`src/rtl/store_buffer.sv`:
```
// Store buffer: FIFO of committed stores, drained head-first to the dcache
// arbiter and searched combinationally for store-to-load forwarding.
module store_buffer #(
  parameter int DEPTH = 8
) (
  input  logic        clk,
  input  logic        rst_n,
  input  logic        commit_store_valid,
  input  logic [31:0] commit_store_addr,
  input  logic [3:0]  commit_store_wmask,
  input  logic [31:0] commit_store_wdata,
  output logic        sb_full,
  output logic        sb_empty,
  output logic        arbiter_store_buffer,
  output logic [31:0] arbiter_store_buffer_addr,
  output logic [3:0]  arbiter_store_buffer_wmask,
  output logic [31:0] arbiter_store_buffer_wdata,
  input  logic        dmem_resp,
  input  logic        fwd_load_valid,
  input  logic [31:0] fwd_load_addr,
  input  logic [3:0]  fwd_load_rmask,
  output logic        fwd_hit,
  output logic [31:0] fwd_data,
  output logic        fwd_stall
);

  localparam int IDX_W = $clog2(DEPTH);
  localparam int PTR_W = IDX_W + 1;

  logic [PTR_W-1:0] head_q, head_d;
  logic [PTR_W-1:0] tail_q, tail_d;
  logic [DEPTH-1:0] valid_q, valid_d;

  logic [IDX_W-1:0] head_idx;
  logic [IDX_W-1:0] tail_idx;
  logic             push;
  logic             pop;

  // Per-entry contents, flattened so the head mux and forwarding scan can index them
  logic [DEPTH-1:0][31:0] ent_addr;
  logic [DEPTH-1:0][3:0]  ent_wmask;
  logic [DEPTH-1:0][31:0] ent_wdata;
  logic [DEPTH-1:0]       fwd_match;

  // Low address bits only select lanes, which the masks already describe
  logic unused_fwd_addr_lo;
  assign unused_fwd_addr_lo = ^fwd_load_addr[1:0];

  assign head_idx = head_q[IDX_W-1:0];
  assign tail_idx = tail_q[IDX_W-1:0];

  // Occupancy decodes purely from registered pointers, so commit_* never reaches sb_full
  assign sb_empty = (head_q == tail_q);
  assign sb_full  = (head_idx == tail_idx) && (head_q[IDX_W] != tail_q[IDX_W]);

  // A pop never frees room for an enqueue in the same cycle when full
  assign push = commit_store_valid && !sb_full;
  assign pop  = dmem_resp && !sb_empty;

  // Pointer and valid-bit next state
  always_comb begin
    head_d  = head_q;
    tail_d  = tail_q;
    valid_d = valid_q;
    if (pop) begin
      valid_d[head_idx] = 1'b0;
      head_d            = head_q + PTR_W'(1);
    end
    if (push) begin
      valid_d[tail_idx] = 1'b1;
      tail_d            = tail_q + PTR_W'(1);
    end
  end

  // Pointer and valid-bit registers; reset abandons any in-flight store
  always_ff @(posedge clk or negedge rst_n) begin
    if (!rst_n) begin
      head_q  <= '0;
      tail_q  <= '0;
      valid_q <= '0;
    end else begin
      head_q  <= head_d;
      tail_q  <= tail_d;
      valid_q <= valid_d;
    end
  end

  for (genvar gi = 0; gi < DEPTH; gi++) begin : g_entry
    logic [31:0] addr_q, addr_d;
    logic [3:0]  wmask_q, wmask_d;
    logic [31:0] wdata_q, wdata_d;

    // Capture the committed store when this slot is the tail
    always_comb begin
      addr_d  = addr_q;
      wmask_d = wmask_q;
      wdata_d = wdata_q;
      if (push && (tail_idx == IDX_W'(gi))) begin
        addr_d  = commit_store_addr;
        wmask_d = commit_store_wmask;
        wdata_d = commit_store_wdata;
      end
    end

    // Entry payload registers
    always_ff @(posedge clk or negedge rst_n) begin
      if (!rst_n) begin
        addr_q  <= '0;
        wmask_q <= '0;
        wdata_q <= '0;
      end else begin
        addr_q  <= addr_d;
        wmask_q <= wmask_d;
        wdata_q <= wdata_d;
      end
    end

    assign ent_addr[gi]  = addr_q;
    assign ent_wmask[gi] = wmask_q;
    assign ent_wdata[gi] = wdata_q;

    // Same word and at least one shared byte lane
    assign fwd_match[gi] = valid_q[gi] &&
                           (addr_q[31:2] == fwd_load_addr[31:2]) &&
                           (|(wmask_q & fwd_load_rmask));
  end

  // Head entry request; held until dmem_resp because head only moves on pop
  always_comb begin
    arbiter_store_buffer       = !sb_empty;
    arbiter_store_buffer_addr  = '0;
    arbiter_store_buffer_wmask = '0;
    arbiter_store_buffer_wdata = '0;
    if (!sb_empty) begin
      arbiter_store_buffer_addr  = ent_addr[head_idx];
      arbiter_store_buffer_wmask = ent_wmask[head_idx];
      arbiter_store_buffer_wdata = ent_wdata[head_idx];
    end
  end

  logic             fwd_any;
  logic [3:0]       fwd_sel_wmask;
  logic [31:0]      fwd_sel_wdata;
  logic [IDX_W-1:0] scan_idx;
  logic             fwd_cover;

  // Scan oldest to youngest from head; the last match seen is the youngest
  always_comb begin
    fwd_any       = 1'b0;
    fwd_sel_wmask = '0;
    fwd_sel_wdata = '0;
    scan_idx      = '0;
    for (int i = 0; i < DEPTH; i++) begin
      scan_idx = head_idx + IDX_W'(i);
      if (fwd_match[scan_idx]) begin
        fwd_any       = 1'b1;
        fwd_sel_wmask = ent_wmask[scan_idx];
        fwd_sel_wdata = ent_wdata[scan_idx];
      end
    end
  end

  assign fwd_cover = ((fwd_sel_wmask & fwd_load_rmask) == fwd_load_rmask);
  assign fwd_hit   = fwd_load_valid && fwd_any && fwd_cover;
  assign fwd_stall = fwd_load_valid && fwd_any && !fwd_cover;
  assign fwd_data  = fwd_hit ? fwd_sel_wdata : 32'h0;

endmodule
```
`config.mk`:
```
export PLATFORM = sky130hd
export DESIGN_NAME = store_buffer
export DESIGN_NICKNAME = d
export VERILOG_FILES = /design/src/rtl/store_buffer.sv
export SDC_FILE = /design/constraint.sdc
export NUM_CORES = 2
export LEC_CHECK = 0
export CAP_MARGIN = 30
export CORE_AREA = 10 10 370 336
export DETAILED_ROUTE_END_ITERATION = 6
export DIE_AREA = 0 0 380 346
export SLEW_MARGIN = 20
export SYNTH_ARGS = -nofsm -noshare
export SYNTH_HDL_FRONTEND = slang
export SYNTH_SLANG_ARGS = --single-unit
```
`constraint.sdc`:
```
create_clock -name clk -period 13.4 [get_ports clk]
set_clock_uncertainty 0.1 [all_clocks]
set_input_delay 2.68 -clock clk [delete_from_list [all_inputs] [get_ports clk]]
set_output_delay 2.68 -clock clk [all_outputs]
set_load 0.05 [all_outputs]
```
==> metrics.md <==
| Metric | Value |
|---|---|
| Wire length per cell | `~30 microns` |
| Final ANT Viol Nets | `0` |
| CTS Buf Count | `71` |
| Vias/cell | `approximately 6.3` |
| Fin. Hold Viols | `0` |
| Pre-CTS setup slack | `roughly 1.6 ns` |
| Post-DP HPWL | `between 90000 and 100000 microns` |
| Area grow syn2layout | `15.3%` |
| Die area | `between 100000 and 150000 sq um` |
| Yosys reg bits | `560` |
| PortBufs | `between 200 and 250` |
| CP Cell Sequence | `clkdlybuf4s50_1 -> xnor2_1 -> nand4_1 -> a2111oi_1 -> nand3_1 -> o2bb2ai_1 -> or4_1 -> mux2_4 -> o31ai_4 -> o211ai_4 -> buf_4 -> nor3_1 -> clkdlybuf4s50_1` |
| Startpoint types | `primary input` |
| Run status | `completed` |
| CP Class | `primary input to primary output` |
| Syn Inst Count | `between 3000 and 4000` |
| Worst Slack Setup Final | `around 1.5 ns` |
| Fmax | `roughly 84 MHz` |
| Most common cell after layout, fill and taps aside | `dfrtp_1` |
| I/O pin cnt | `roughly 210` |
| CP max-delay cell | `clkdlybuf4s50_1` |
| CP dominant cell by count | `clkdlybuf4s50_1` |
| Cell Area, Synth | `approximately 40000 sq um` |
| CTS tree | `built` |
| Most used DFF post-synth | `dfrtp_1` |
| Pin count of the biggest net entering global routing | `between 150 and 200` |
| Hold WC Path Type | `register to register` |
| Synth cell types | `86` |
| Area occupied by registers | `14000 sq um` |
| Global-route wire length before repair | `between 200000 and 250000 microns` |
| Clock buffer depth | `3` |
| Seq/Total Area, Yosys | `0.346` |
| CP delay by family, top | `buffers and inverters` |
| Hold Worst Slack | `0.394 ns` |
| EDFF count, synth | `0` |
| H-Tree Depth | `3` |
| Post-route DRC | `0` |
| Sink Count | `560` |
| Post-route setup TNS | `0 ns` |
| Share of cells above drive strength 1 | `0.328` |
| Final min period | `11.92 ns` |
| CTS root buf | `clkbuf_16` |
| Total wire length | `roughly 150000 microns` |
| Crit end category | `primary output` |
| CP bufs+invs | `3` |
| Overall routing resource usage | `0.222` |
| Max Cap Violations | `0` |
| Core area | `roughly 120000 sq um` |
| Clock-pin slew on the worst setup and hold paths | `0.06 ns` |
| CP max FO | `31` |
| Most used cells in the layout excluding fill and tap cells | `dfrtp_1 (557), mux2_2 (547), mux4_2 (355)` |
| Drt first pass iters | `7` |
| Period Utilization, post-route | `0.890` |
| Remaining global-route overflow | `0` |
| Final Max Slew Viols | `0` |
| Area occupied by multi-input gates | `25400 sq um` |
| Initial Util | `0.348` |
| Warnings from Yosys | `0` |
| Max stage delay on crit path | `roughly 0.93 ns` |
| RePlAce Congestion | `1.00` |
| Worst-Margin Slew | `around 1.1 ns` |
| Initial DRC count | `3844` |
| Fin nets | `3594` |
| # rows | `119` |
| Syn_area_per_cell | `roughly 12 sq um` |
| Hold-fix buffers, CTS | `0` |
| Finish-stage setup viols | `0` |
| Vias | `32240` |
| FFs w/ async S/R, synth | `1.00` |
| CP Data Required Time | `10.62 ns` |
| Die Height | `approximately 350 microns` |
| RSZ-0062 raised after global routing | `false` |
| Vias in the first global route | `31829` |
| # fillers | `roughly 11000` |
| Slew headroom | `0.268` |
| Die W | `between 300 and 400 microns` |
| Syn nets | `3533` |
| Post-cts repair resize count | `0` |
| Worst skew pair latency | `around 0.64 ns` |
| Initial antenna violation count | `22` |
| Crit path DAT | `9.14 ns` |
| Setup Buffers After CTS | `0` |
[routing by layer]
layer / up-vias / part of all wire / GRT usage
met5: - / 0.0010 / 0
met4: 24 / 0.045 / 0.101
met3: 350 / 0.097 / 0.0541
met2: 1746 / 0.45 / 0.340
met1: 16761 / 0.41 / 0.298
li1: 13359 / - / -
[synthesized netlist by cell type (18+ instances only)]
cell	instances	area [sq um]
a221oi_1	18	158
nand2_1	334	1250
o22ai_1	23	144
buf_1	59	221
xor2_1	60	526
nand2b_1	19	119
inv_1	27	101
mux2_2	547	6160
xnor2_1	175	1530
nor2_1	113	424
nand3_1	48	240
nand4_1	79	494
dfrtp_1	560	14000
a32oi_1	18	158
buf_2	59	295
mux4_2	355	8000
a211oi_1	61	458
a21oi_1	98	490
clkbuf_1	160	601
mux2i_1	201	2010
o221ai_1	45	394
nor3_1	64	320
nor4_1	35	219
[cell type report]
cell class                 instances  share of cell area
antenna                            9            0.000482
clock buffer                     105              0.0466
clock inverter                    26             0.00659
inverter                          29             0.00238
multi-input combinational       2532               0.544
sequential                       560               0.300
tap                             1573              0.0421
timing repair buffer             279              0.0582
[cell families after synthesis]
logic type               Yosys count  synth area share
flip-flops                       560             0.346
adder cells (fa/ha/maj)           12           0.00370
AND/OR/NAND/NOR                  789            0.0941
AO/OA/AOI/OAI                    391            0.0725
XOR/XNOR                         235            0.0508
multiplexers                    1105             0.400
buffers and inverters            320            0.0335
[final timing paths]
path                                         from                     end  slack (ns)  cells past startpoint
worst max register to register          head_q[0]  g_entry[4].wdata_q[13]        8.42                      9
max in group asynchronous                   rst_n  g_entry[3].wdata_q[12]        8.57                      4
worst max-delay path            fwd_load_addr[17]             fwd_data[2]        1.48                     13
min in group asynchronous                   rst_n   g_entry[5].addr_q[12]        1.88                      1
worst min register to register          head_q[3]               head_q[3]        0.39                      1
worst min-delay path                    head_q[3]               head_q[3]        0.39                      1
[stage by stage]
stage | util | instances | instance area (sq um)
2_1_floorplan | - | 3412 | 40500
6_report | 0.401 | 5113 | 46700
5_1_grt | 0.401 | 5112 | 46700
3_3_place_gp | 0.379 | 4968 | 44100
4_1_cts | 0.400 | 5099 | 46600
3_5_place_dp | 0.379 | 4968 | 44100
[sequential cells by signal, indices dropped and copies added (netlist names)]
name,cells
g_entry.addr_q,256
g_entry.wdata_q,256
g_entry.wmask_q,32
valid_q,8
head_q,4
tail_q,4
Power is not shown: default switching activity piles up to over one toggle a cycle in this logic, so the estimate is an artifact.
